**src/rtl/uart_pkg.sv**
```systemverilog
// Shared UART definitions: transmitter state encoding and the parity mode
// encoding that both directions of the link agree on.
package uart_pkg;

  typedef enum logic [2:0] {
    IDLE,
    START,
    DATA,
    PARITY,
    STOP
  } tx_state_t;

  localparam int PAR_NONE = 0;
  localparam int PAR_EVEN = 1;
  localparam int PAR_ODD  = 2;

  // Tick counter must reach both the 16-tick bit period and the stop length.
  function automatic int tick_cnt_width(input int sb_tick);
    return $clog2((sb_tick > 16) ? sb_tick : 16);
  endfunction

endpackage

```
**src/rtl/uart_tx.sv**
```systemverilog
// UART transmitter draining a TX FIFO: start bit, DBIT data bits LSB first,
// optional parity, stop bit(s), each bit timed by 16x oversample ticks.
module uart_tx
  import uart_pkg::*;
#(
  parameter int DBIT    = 8,
  parameter int SB_TICK = 16,
  parameter int PARITY  = PAR_NONE
) (
  input  logic            clk,
  input  logic            rst,
  input  logic            s_tick,
  input  logic            fifo_empty,
  input  logic [DBIT-1:0] fifo_r_data,
  output logic            fifo_rd,
  output logic            tx,
  output logic            tx_busy,
  output logic            tx_done_tick
);

  localparam int SW = tick_cnt_width(SB_TICK);
  localparam int NW = (DBIT > 1) ? $clog2(DBIT) : 1;

  localparam logic [SW-1:0] S_BIT_LAST  = SW'(15);
  localparam logic [SW-1:0] S_STOP_LAST = SW'(SB_TICK - 1);
  localparam logic [NW-1:0] N_LAST      = NW'(DBIT - 1);

  tx_state_t       state, state_next;
  logic [SW-1:0]   s, s_next;
  logic [NW-1:0]   n, n_next;
  logic [DBIT-1:0] b, b_next;
  logic            par, par_next;
  logic            tx_reg, tx_next;
  logic            rd, done;

  always_ff @(posedge clk) begin
    if (rst) begin
      state  <= IDLE;
      s      <= '0;
      n      <= '0;
      b      <= '0;
      par    <= 1'b0;
      tx_reg <= 1'b1;
    end else begin
      state  <= state_next;
      s      <= s_next;
      n      <= n_next;
      b      <= b_next;
      par    <= par_next;
      tx_reg <= tx_next;
    end
  end

  always_comb begin
    state_next = state;
    s_next     = s;
    n_next     = n;
    b_next     = b;
    par_next   = par;
    rd         = 1'b0;
    done       = 1'b0;
    case (state)
      IDLE: begin
        if (!fifo_empty) begin
          rd         = 1'b1;
          b_next     = fifo_r_data;
          par_next   = 1'b0;
          s_next     = '0;
          state_next = START;
        end
      end
      START: begin
        if (s_tick) begin
          if (s == S_BIT_LAST) begin
            s_next     = '0;
            n_next     = '0;
            state_next = DATA;
          end else begin
            s_next = s + 1'b1;
          end
        end
      end
      DATA: begin
        if (s_tick) begin
          if (s == S_BIT_LAST) begin
            s_next   = '0;
            b_next   = b >> 1;
            par_next = par ^ b[0];
            if (n == N_LAST) begin
              state_next = (PARITY != PAR_NONE) ? uart_pkg::PARITY : STOP;
            end else begin
              n_next = n + 1'b1;
            end
          end else begin
            s_next = s + 1'b1;
          end
        end
      end
      uart_pkg::PARITY: begin
        if (s_tick) begin
          if (s == S_BIT_LAST) begin
            s_next     = '0;
            state_next = STOP;
          end else begin
            s_next = s + 1'b1;
          end
        end
      end
      STOP: begin
        if (s_tick) begin
          if (s == S_STOP_LAST) begin
            done   = 1'b1;
            s_next = '0;
            // Back-to-back frames: the next pop happens on the final stop tick.
            if (!fifo_empty) begin
              rd         = 1'b1;
              b_next     = fifo_r_data;
              par_next   = 1'b0;
              state_next = START;
            end else begin
              state_next = IDLE;
            end
          end else begin
            s_next = s + 1'b1;
          end
        end
      end
      default: state_next = IDLE;
    endcase
  end

  // Line level is computed from the upcoming state so tx lines up with state.
  always_comb begin
    tx_next = 1'b1;
    case (state_next)
      START:            tx_next = 1'b0;
      DATA:             tx_next = b_next[0];
      uart_pkg::PARITY: tx_next = (PARITY == PAR_EVEN) ? par_next : ~par_next;
      default:          tx_next = 1'b1;
    endcase
  end

  assign fifo_rd      = rd & ~rst;
  assign tx_done_tick = done & ~rst;
  assign tx_busy      = (state != IDLE);
  assign tx           = tx_reg;

endmodule

```
**config.mk**
```make
export PLATFORM = sky130hd
export DESIGN_NAME = uart_tx
export DESIGN_NICKNAME = d
export VERILOG_FILES = /design/src/rtl/uart_pkg.sv /design/src/rtl/uart_tx.sv
export SDC_FILE = /design/constraint.sdc
export NUM_CORES = 1
export LEC_CHECK = 0
export BUFFER_PORTS_ARGS = -buffer_cell sky130_fd_sc_hd__buf_2
export CAP_MARGIN = 15
export CORE_ASPECT_RATIO = 0.7
export CORE_MARGIN = 2
export CORE_UTILIZATION = 55
export CTS_CLUSTER_DIAMETER = 30
export DETAILED_ROUTE_END_ITERATION = 10
export HOLD_SLACK_MARGIN = 0.08
export PLACE_DENSITY = 0.77
export SYNTH_ARGS = -nofsm -noshare
export SYNTH_HDL_FRONTEND = slang
export SYNTH_SLANG_ARGS = --single-unit
```
**constraint.sdc**
```tcl
create_clock -name clk -period 3.55 [get_ports clk]
set_input_delay 0.355 -clock clk [delete_from_list [all_inputs] [get_ports clk]]
set_output_delay 0.355 -clock clk [all_outputs]
set_load 0.02 [all_outputs]
```
==> results.sh, run 1 <==
export IMPL_muxShareOfSynthArea_pct=2.817
export IMPL_cts_resized_gates=0
export IMPL_largest_area_contributor_in_the_synthesized_netlist="dfxtp_1"
export IMPL_finalHoldViolations=0
export IMPL_drtAntennaViolNets=0
export IMPL_cellInternalPower_w=0.0002944
export IMPL_design_final_nets=158
export IMPL_flip_flop_count_of_the_largest_register_after_layout=8
export IMPL_finalSetupViolCount=0
export IMPL_power_density_mw_per_mm2=343.7
export IMPL_xor_xnor_share_of_the_synthesized_area_pct=0
export IMPL_io_pin_count=16
export IMPL_clk_pin_slew_worst_paths_ns=0.10
export IMPL_met3_usage_grt_pct=6.940
export IMPL_cts_root_to_sink_buffers=2
export IMPL_tritoncts="yes"
export IMPL_synth_top_area_share_pct=37.56
export IMPL_final_period_minus_worst_setup_slack_ns=2.780
export IMPL_rsz0062_at_grt="no"
export IMPL_wl_mm=2.232
export IMPL_registers_top_by_ff_count="b"
export IMPL_cts_buffer_count=3
export IMPL_remaining_overflow_grt=0
export IMPL_floorplan_core_area_mm2=0.001838
export IMPL_multiInputGateArea_um2=626.9
export IMPL_timing_max_slew_rel_slack_pct=34.06
export IMPL_routedWlPerCell_um=13.69
export IMPL_dr_first_iter_drc_count=57
export IMPL_sinks_on_the_clock_net=20
export IMPL_vias=994
export IMPL_endpoint="fifo_rd"
export IMPL_timing_hold_worst_class="in2reg"
export IMPL_timing_rr_start="s[0]$_SDFFE_PP0P_"
export IMPL_vdd_drop_max_mv=0.3062
export IMPL_grt_use_met1_pct=28.87
export IMPL_avgSynthCellArea_um2=8.200
export IMPL_viasPerCell=6.098
export IMPL_psw_w=0.0001042
export IMPL_die_area_mm2=0.002312
export IMPL_finalCritPeriodShare_pct=78.31
export IMPL_ys_types=36
export IMPL_grt_pass1_wl_mm=3.663
export IMPL_start_util_pct=58.00
export IMPL_htree_num_levels=1
export IMPL_synth_edff_count=0
export IMPL_compound_cell_area_share_of_the_yosys_netlist_pct=24.77
export IMPL_largest_regs="b (8), s (4)"
export IMPL_die_height_um=40.84
export IMPL_synth_most_common_cell="dfxtp_1"
export IMPL_cp_data_required_time_ns=3.19
export IMPL_fmaxAchievable_mhz=359.7
export IMPL_timing_critical_path_fanout_max=14
export IMPL_grt_max_degree=23
export IMPL_cap_violations=0
export IMPL_synthArstFlopShare_pct=0
export IMPL_antenna_violations_before_repair=0
export IMPL_die_width_um=56.62
export IMPL_synthAdderAreaFrac_pct=3.521
export IMPL_worst_r2r_setup_slack_ns=1.26
export IMPL_synth_top_family_by_area="simple AND/OR/NAND/NOR gates"
export IMPL_finalWeightedCongestion=0.8220
export IMPL_rows=13
export IMPL_post_synth_inst_count=130
export IMPL_ys_top_cells_by_count="dfxtp_1, nor2_1, nand2_1, o21ai_0"
export IMPL_clk_latency_ns=0.30
export IMPL_share_seq_of_total_power_pct=60.4
export IMPL_timing_final_max_slew_violations=0
export IMPL_cellLeakagePower_nw=0.4304
export IMPL_final_setup_skew_ns=0.006777
export IMPL_drt_pass1_iterations=4
export IMPL_synth_cell_area_mm2=0.001066
export IMPL_outcome="finished, final reports clean"
export IMPL_layout_drive_gt1_share_pct=15.60
export IMPL_nFillCells=171
export IMPL_final_setup_tns_ns=0
export IMPL_synth_seq_cells=20
export IMPL_comb_power_share_pct=13.2
export IMPL_seq_area_frac_synth_pct=37.56
export IMPL_cts_hold_buffers=0
export IMPL_power_clock_fraction_pct=26.5
export IMPL_ctsRootBufferMaster="clkbuf_4"
export IMPL_critPathArrivalTime_ns=2.43
export IMPL_synth_fp_nets=145
export IMPL_crit_reg2reg_capture="tx$_SDFF_PP1_"
export IMPL_post_cts_repair_setup_buffers=0
export IMPL_yosys_top_cells_area="dfxtp_1, a22oi_1, o21ai_0, nor2_1, a21oi_1"
export IMPL_total_power_w=0.0003986
export IMPL_antenna_diode_count=0
export IMPL_met2_usage_pct=33.14
export IMPL_post_route_drc_count=0
export IMPL_first_global_vias=820
export IMPL_synth_flop_cell="dfxtp_1"
export IMPL_crit_path_capture_type="primary output"
export IMPL_setup_worst_path_start="s[0]$_SDFFE_PP0P_"
export IMPL_global_route_peak_usage_layer="met2"
export IMPL_synth_simple_gate_area_share_pct=27.70
export IMPL_worstMarginPinSlew_ns=0.9824
export IMPL_crit_type="reg2out"
export IMPL_switching_share_pct=26.15
export IMPL_yosysWarningCount=0
export IMPL_crit_path_start_kind="register"
export IMPL_dpl_hpwl_mm=1.620
export IMPL_area_sequential_um2=400.4
export IMPL_rr_worst_depth=6
export IMPL_area_growth_synth_to_final_pct=8.803
export IMPL_portBuffers=15
export IMPL_global_route_usage_total_pct=21.34
==> layout by cell type (no fill, tap or decap) <==
cell       count
or3_1          3
and4_1         1
or3_4          1
and4b_1        1
dfxtp_1       20
clkbuf_4       3
ha_1           3
a31oi_2        1
and2b_1        1
nor3_1         3
a22o_1         1
nand2b_1       4
nand3_1        4
a22oi_1        9
buf_2         15
or4_1          2
nor2_1        13
mux2i_1        3
o21ai_0       10
a311oi_1       1
a21o_1         1
and3_1         1
a32oi_1        1
a31oi_1        1
a2111oi_0      2
nor2b_1        3
or3b_2         1
a21oi_1        9
nor4b_1        2
or2b_1         1
nand2_1       10
inv_1          2
a211oi_1       1
o21ai_1        3
nand4_1        3
a21oi_2        1
==> metal layers <==
layer	share of wire, %	up-vias
li1	-	508
met1	52	466
met2	43	18
met3	4.7	2
met4	0.85	0
met5	0	-
==> power groups by stage <==
stage | clock (W) | combinational, W | sequential, W
2_1_floorplan | 0 | 0.0000370 | 0.000244
3_3_place_gp | 0 | 0.0000508 | 0.000246
3_5_place_dp | 0 | 0.0000520 | 0.000246
4_1_cts | 0.000108 | 0.0000524 | 0.000241
5_1_grt | 0.000117 | 0.0000590 | 0.000242
6_report | 0.000105 | 0.0000524 | 0.000241
==> critical path, cell delays in order (launching register included) <==
cell,delay (ns)
dfxtp_1,0.39
ha_1,0.25
nand4_1,0.44
a21oi_1,0.63
nor2b_1,0.23
buf_2,0.19
==> area by class of cell <==
| type | instances | share of cell area (%) |
|---|---|---|
| multi-input combinational | 101 | 54.05 |
| sequential | 20 | 34.52 |
| timing repair buffer | 15 | 6.473 |
| tap | 22 | 2.373 |
| clock buffer | 3 | 1.942 |
| inverter | 2 | 0.6473 |
==> logic make-up (layout without fill, tap and decap cells) <==
kind of cell | after synthesis | after routing
muxes | 3 | 3
buffers and inverters | 9 | 20
AOI/OAI and AO/OA | 41 | 41
and+or+nand+nor | 54 | 54
adders and majority gates | 3 | 3
DFF | 20 | 20
==> stage by stage <==
stage                     area, µm²  setup WS [ns]  util (%)  std cells  hold WS, ns
after floorplan                1066          1.698         -        130       0.4259
after global placement         1137          1.273     61.88        160       0.4354
after detailed placement       1137          1.154     61.88        160       0.4421
after CTS                      1160         0.8008     63.10        163       0.2649
after global routing           1160         0.5384     63.10        163       0.2704
final                          1160         0.7700     63.10        163       0.2715
==> worst min-delay path by stage <==
| stage | start | endpoint | cells past startpoint |
|---|---|---|---|
| global route | fifo_r_data[7] | b[7]$_SDFFE_PP0P_ | 2 |
| floorplan | b[2]$_SDFFE_PP0P_ | b[2]$_SDFFE_PP0P_ | 2 |
| global placement | b[3]$_SDFFE_PP0P_ | b[3]$_SDFFE_PP0P_ | 2 |
| finish | fifo_r_data[7] | b[7]$_SDFFE_PP0P_ | 2 |
| detailed placement | b[4]$_SDFFE_PP0P_ | b[4]$_SDFFE_PP0P_ | 2 |
| CTS | fifo_r_data[7] | b[7]$_SDFFE_PP0P_ | 2 |
Power figures use the tool's default switching activity.
==> inputs of run 2 (changes only) <==
--- a/config.mk
+++ b/config.mk
@@ -5,15 +5,16 @@
 export SDC_FILE = /design/constraint.sdc
 export NUM_CORES = 1
 export LEC_CHECK = 0
+export ABC_AREA = 1
 export BUFFER_PORTS_ARGS = -buffer_cell sky130_fd_sc_hd__buf_2
 export CAP_MARGIN = 15
 export CORE_ASPECT_RATIO = 0.7
 export CORE_MARGIN = 2
-export CORE_UTILIZATION = 55
+export CORE_UTILIZATION = 51
 export CTS_CLUSTER_DIAMETER = 30
 export DETAILED_ROUTE_END_ITERATION = 10
 export HOLD_SLACK_MARGIN = 0.08
-export PLACE_DENSITY = 0.77
+export PLACE_DENSITY = 0.74
 export SYNTH_ARGS = -nofsm -noshare
 export SYNTH_HDL_FRONTEND = slang
 export SYNTH_SLANG_ARGS = --single-unit
==> constraint.sdc (replaced) <==
create_clock -name clk -period 2.3 [get_ports clk]
set_input_delay 0.23 -clock clk [delete_from_list [all_inputs] [get_ports clk]]
set_output_delay 0.23 -clock clk [all_outputs]
set_load 0.02 [all_outputs]
==> run 2 against run 1 <==
Die area increased by 24%. Combinational power increased by 110%. Hold slack worse by 0.050 ns. Critical path depth increased by 1. Worst setup slack worse by 0.56 ns. Critical path type unchanged. Critical endpoint unchanged.
==> results.sh, run 2 <==
export IMPL_clk_latency_ns=0.31
export IMPL_final_setup_tns_ns=0
export IMPL_synth_fp_nets=201
export IMPL_timing_final_max_slew_violations=0
export IMPL_finalHoldViolations=0
export IMPL_sinks_on_the_clock_net=20
export IMPL_cp_data_required_time_ns=2.07
export IMPL_grt_max_degree=15
export IMPL_post_dp_cell_area_mm2=0.001345
export IMPL_global_route_peak_usage_layer="met2"
export IMPL_area_growth_synth_to_final_pct=10.84
export IMPL_critical_path_max_stage_delay_ns=0.44
export IMPL_remaining_overflow_grt=0
export IMPL_viasPerCell=5.278
export IMPL_flip_flop_count_of_the_largest_register_after_layout=8
export IMPL_portBuffers=15
export IMPL_routedWlPerCell_um=12.65
export IMPL_first_global_vias=1070
export IMPL_post_route_drc_count=0
export IMPL_layout_drive_gt1_share_pct=20.30
export IMPL_start_util_pct=56.02
export IMPL_synth_seq_cells=20
export IMPL_worstMarginPinSlew_ns=0.4045
export IMPL_rsz0062_at_grt="no"
export IMPL_synth_cell_area_mm2=0.001246
export IMPL_worst_hold_slack_ns=0.2210
export IMPL_timing_critical_path_fanout_max=8
export IMPL_global_route_usage_total_pct=23.42
export IMPL_power_clock_fraction_pct=30.4
export IMPL_met3_usage_grt_pct=6.234
export IMPL_finalInstanceArea_mm2=0.001381
export IMPL_seq_area_frac_synth_pct=32.13
export IMPL_yosysWarningCount=0
export IMPL_total_power_w=0.0006963
export IMPL_switching_share_pct=28.51
export IMPL_vias=1235
export IMPL_cellInternalPower_w=0.0004977
export IMPL_final_period_minus_worst_setup_slack_ns=2.091
export IMPL_die_width_um=63.08
export IMPL_ys_types=28
export IMPL_die_area_mm2=0.002861
export IMPL_io_pin_count=16
export IMPL_finalCritPeriodShare_pct=90.93
export IMPL_cts_root_to_sink_buffers=2
export IMPL_die_height_um=45.36
export IMPL_post_synth_inst_count=186
export IMPL_synthArstFlopShare_pct=0
export IMPL_cap_violations=0
export IMPL_cts_hold_buffers=0
export IMPL_path_cells="ha_1 > nand4_4 > nand2_2 > nand2_2 > nor3_1 > buf_2"
export IMPL_synth_most_common_cell="nand2_1"
export IMPL_synth_top_area_share_pct=32.13
export IMPL_largest_area_contributor_in_the_synthesized_netlist="dfxtp_1"
export IMPL_largest_regs="b (8), s (4)"
export IMPL_antenna_violations_before_repair=0
export IMPL_antenna_diode_count=0
export IMPL_mostFrequentLayoutCell="nand2_1"
export IMPL_crit_slowest_cell="dfxtp_1"
export IMPL_crit_type="reg2out"
export IMPL_ctsRootBufferMaster="clkbuf_4"
export IMPL_dr_first_iter_drc_count=102
export IMPL_comb_power_share_pct=15.7
export IMPL_post_cts_repair_setup_buffers=0
export IMPL_grt_use_met1_pct=34.15
export IMPL_critPathArrivalTime_ns=1.86
export IMPL_htree_num_levels=1
export IMPL_yosys_top_cells_area="dfxtp_1, nand2_1, nor2_1, a21oi_1, nand3_1"
export IMPL_tritoncts="yes"
export IMPL_crit_path_start_kind="register"
export IMPL_vdd_drop_max_mv=0.2969
export IMPL_registers_top_by_ff_count="b"
export IMPL_crit_path_capture_type="primary output"
export IMPL_timing_hold_worst_class="in2reg"
export IMPL_drt_pass1_iterations=6
export IMPL_timing_max_slew_rel_slack_pct=73.00
export IMPL_fmaxAchievable_mhz=478.1
export IMPL_avgSynthCellArea_um2=6.700
export IMPL_layout_cells_most_common_list="nand2_1, dfxtp_1, nor2_1"
export IMPL_met2_usage_pct=35.32
export IMPL_finalSetupViolCount=0
export IMPL_share_seq_of_total_power_pct=53.9
export IMPL_final_setup_skew_ns=0.005918
export IMPL_grt_pass1_wl_mm=5.133
export IMPL_wl_mm=2.959
export IMPL_floorplan_core_area_mm2=0.002225
export IMPL_synth_flop_cell="dfxtp_1"
export IMPL_cts_buffer_count=3
export IMPL_cts_resized_gates=0
export IMPL_outcome="finished, final reports clean"
export IMPL_power_density_mw_per_mm2=504.1
export IMPL_design_final_nets=218
export IMPL_psw_w=0.0001985
export IMPL_dominant_cell_type_by_count_on_the_critical_path="nand2_2"
export IMPL_clk_pin_slew_worst_paths_ns=0.12
export IMPL_drtAntennaViolNets=0
export IMPL_synth_edff_count=0
export IMPL_dpl_hpwl_mm=2.258
export IMPL_cellLeakagePower_nw=0.6462
export IMPL_finalWeightedCongestion=0.8917
export IMPL_rows=14
export IMPL_ys_top_cells_by_count="nand2_1, dfxtp_1, nor2_1, inv_1"
## run 2: cell types whose count changed after synthesis, sizes merged, moves of 3 or more
cell	change
nand2	+53
nor2	+9
inv	+19
a22oi	-9
nor2b	-3
nand2b	-4
or3	-4
nand3	+8
o21ai	+3
## run 2: layout make-up
class,instances,area (µm²)
Clock buffer,4,36.28
Multi-Input combinational cell,142,750.7
Sequential cell,20,400.4
Inverter,21,78.83
Tap cell,32,40.04
Fill cell,196,843.3
Timing Repair Buffer,15,75.07
## run 2: final timing paths
check / cells past startpoint / start / slack (ns) / endpoint
setup / recovery: 6 / s[0]$_SDFFE_PP0P_ / 0.21 / fifo_rd
hold / removal: 3 / fifo_r_data[7] / 0.22 / b[7]$_SDFFE_PP0P_
setup reg to reg: 8 / s[0]$_SDFFE_PP0P_ / 0.57 / tx$_SDFF_PP1_
hold reg to reg: 2 / b[5]$_SDFFE_PP0P_ / 0.47 / b[5]$_SDFFE_PP0P_
## run 2: metal layers
metal	share of wire, %	routed length (µm)
met1	50	1470
met2	40	1179
met3	9.9	294
met4	0.51	15
met5	0	0
## run 2: through the flow
step	cells	worst slack (ns)	util [%]
floorplan	186	0.6175	-
CTS	234	0.2321	62.09
global route	234	0.08569	62.09
global placement	230	0.6753	60.46
detailed placement	230	0.5961	60.46
finish	234	0.2085	62.09
## run 2: critical path: cells and delay by family (launching register included)
kind | cells | cell delay [ns]
and+or+nand+nor | 4 | 0.63
DFF | 1 | 0.44
adders and majority gates | 1 | 0.30
buffers and inverters | 1 | 0.20
## run 2: kinds of logic after synthesis
group           synth area share, %
compound gates                16.77
buf+inv                       7.630
fa+ha+maj                     3.012
flops                         32.13
mux                          0.8032
simple gates                  39.66
## run 2: power by group through the flow
stage,logic [W],registers [W],clock network [W]
3_3_place_gp,0.000106,0.000381,0
5_1_grt,0.000123,0.000377,0.000229
4_1_cts,0.000109,0.000374,0.000216
3_5_place_dp,0.000108,0.000382,0
6_report,0.000109,0.000375,0.000212
2_1_floorplan,0.0000760,0.000380,0
==> inputs of run 3 (changes only) <==
--- a/config.mk
+++ b/config.mk
@@ -15,6 +15,7 @@
 export DETAILED_ROUTE_END_ITERATION = 10
 export HOLD_SLACK_MARGIN = 0.08
 export PLACE_DENSITY = 0.74
+export RECOVER_POWER = 100
 export SYNTH_ARGS = -nofsm -noshare
 export SYNTH_HDL_FRONTEND = slang
 export SYNTH_SLANG_ARGS = --single-unit
==> run 3 against run 2 <==
Count of clock-buffer cells in the layout is the same. Clock skew is essentially flat. Register-to-register slack lost 0.31 ns. Final cell count is the same. Critical path type unchanged. Total power shrank 0.95%. Non-clock buffer count is the same. Via count grew 2.3%. Die area is the same.
==> results.sh, run 3 (synthesis results as in run 2) <==
export IMPL_finalInstanceArea_mm2=0.001336
export IMPL_registers_top_by_ff_count="b"
export IMPL_outcome="finished, final reports clean"
export IMPL_antenna_diode_count=0
export IMPL_cap_violations=0
export IMPL_floorplan_core_area_mm2=0.002225
export IMPL_fmaxAchievable_mhz=471.4
export IMPL_global_route_usage_total_pct=23.42
export IMPL_die_area_mm2=0.002861
export IMPL_layout_drive_gt1_share_pct=14.36
export IMPL_finalWeightedCongestion=0.8917
export IMPL_portBuffers=15
export IMPL_dpl_hpwl_mm=2.258
export IMPL_crit_path_capture_type="primary output"
export IMPL_cellLeakagePower_nw=0.6262
export IMPL_vdd_drop_max_mv=0.2949
export IMPL_die_height_um=45.36
export IMPL_drt_pass1_iterations=4
export IMPL_io_pin_count=16
export IMPL_post_cts_repair_setup_buffers=0
export IMPL_design_final_nets=218
export IMPL_final_setup_tns_ns=0
export IMPL_finalHoldViolations=0
export IMPL_timing_max_slew_rel_slack_pct=59.67
export IMPL_post_dp_cell_area_mm2=0.001345
export IMPL_final_setup_skew_ns=0.005786
export IMPL_final_period_minus_worst_setup_slack_ns=2.121
export IMPL_sinks_on_the_clock_net=20
export IMPL_finalSetupViolCount=0
export IMPL_viasPerCell=5.397
export IMPL_area_growth_synth_to_final_pct=7.229
export IMPL_cts_resized_gates=0
export IMPL_largest_regs="b (8), s (4)"
export IMPL_cts_buffer_count=3
export IMPL_cts_hold_buffers=0
export IMPL_dr_first_iter_drc_count=80
export IMPL_die_width_um=63.08
export IMPL_worst_hold_path_num_cells=3
export IMPL_first_global_vias=1070
export IMPL_mostFrequentLayoutCell="nand2_1"
export IMPL_cp_data_required_time_ns=2.07
export IMPL_htree_num_levels=1
export IMPL_ctsRootBufferMaster="clkbuf_4"
export IMPL_worstMarginPinSlew_ns=0.5987
export IMPL_timing_rr_start="s[0]$_SDFFE_PP0P_"
export IMPL_drtAntennaViolNets=0
export IMPL_grt_max_degree=15
export IMPL_worst_r2r_setup_slack_ns=0.26
export IMPL_crit_path_start_kind="register"
export IMPL_vias=1263
export IMPL_rr_worst_depth=8
export IMPL_timing_hold_worst_class="in2reg"
export IMPL_min_delay_worst_endpoint="b[7]$_SDFFE_PP0P_"
export IMPL_timing_critical_path_fanout_max=8
export IMPL_worst_hold_slack_ns=0.2142
export IMPL_antenna_violations_before_repair=0
export IMPL_clk_latency_ns=0.31
export IMPL_routedWlPerCell_um=12.71
export IMPL_flip_flop_count_of_the_largest_register_after_layout=8
export IMPL_remaining_overflow_grt=0
export IMPL_power_density_mw_per_mm2=516.1
export IMPL_crit_reg2reg_capture="n[2]$_SDFFE_PP0P_"
export IMPL_tritoncts="yes"
export IMPL_rsz0062_at_grt="no"
export IMPL_post_route_drc_count=0
export IMPL_hp_start="fifo_r_data[7]"
export IMPL_rows=14
export IMPL_finalCritPeriodShare_pct=92.23
export IMPL_grt_pass1_wl_mm=5.133
export IMPL_wl_mm=2.974
export IMPL_crit_type="reg2out"
export IMPL_critPathArrivalTime_ns=1.89
export IMPL_start_util_pct=56.02
export IMPL_clk_pin_slew_worst_paths_ns=0.12
export IMPL_timing_final_max_slew_violations=0
export IMPL_layout_cells_most_common_list="nand2_1, nor2_1, dfxtp_1"
export IMPL_cts_root_to_sink_buffers=2
run 3: cell count changes in the layout (fill, tap and decap cells not counted), sizes merged:
cell    change
buf         -4
clkbuf      +4
run 3: cell type report:
class	count	area [µm²]
fillers	207	888.4
multi-input cells	142	710.7
flip-flops and latches	20	400.4
inverters	21	78.83
repair buffers	15	70.07
well taps	32	40.04
clock buffers	4	36.28
run 3: how the worst max path moves through the flow:
stage	depth (start not counted)	from	endpoint	slack, ns
global placement	8	s[1]$_SDFFE_PP0P_	n[2]$_SDFFE_PP0P_	0.68
global route	6	s[0]$_SDFFE_PP0P_	fifo_rd	0.06
detailed placement	6	s[0]$_SDFFE_PP0P_	fifo_rd	0.60
CTS	6	s[0]$_SDFFE_PP0P_	fifo_rd	0.23
finish	6	s[0]$_SDFFE_PP0P_	fifo_rd	0.18
floorplan	5	s[0]$_SDFFE_PP0P_	fifo_rd	0.62
run 3: layer usage:
| layer | track usage [%] | vias up | wire length (µm) |
|---|---|---|---|
| li1 | - | 634 | - |
| met4 | 4.000 | 0 | 29 |
| met1 | 34.15 | 550 | 1460 |
| met3 | 6.234 | 7 | 315 |
| met5 | 0 | - | 0 |
| met2 | 35.32 | 72 | 1168 |
run 3: per-stage QoR:
stage / worst slack, ns / std cells / util [%] / power [W]
after floorplan: 0.6175 / 186 / - / 0.0004560
after global placement: 0.6753 / 230 / 60.46 / 0.0004878
after detailed placement: 0.5961 / 230 / 60.46 / 0.0004899
after CTS: 0.2321 / 234 / 62.09 / 0.0006989
after global routing: 0.05779 / 234 / 60.07 / 0.0007223
final: 0.1788 / 234 / 60.07 / 0.0006896
run 3: report_power, final:
group / leakage (nW) / internal [W] / switching (W)
clock network: 0.0210 / 0.0000968 / 0.000115
logic: 0.442 / 0.0000360 / 0.0000664
registers: 0.163 / 0.000361 / 0.0000137
total: 0.626 / 0.000494 / 0.000195
run 3: worst max-delay path, stage by stage (launching register included):
cell      delay [ns]
dfxtp_1         0.43
ha_1            0.29
nand4_4         0.19
nand2_1         0.12
nand2_2         0.10
nor3_1          0.17
clkbuf_1        0.26
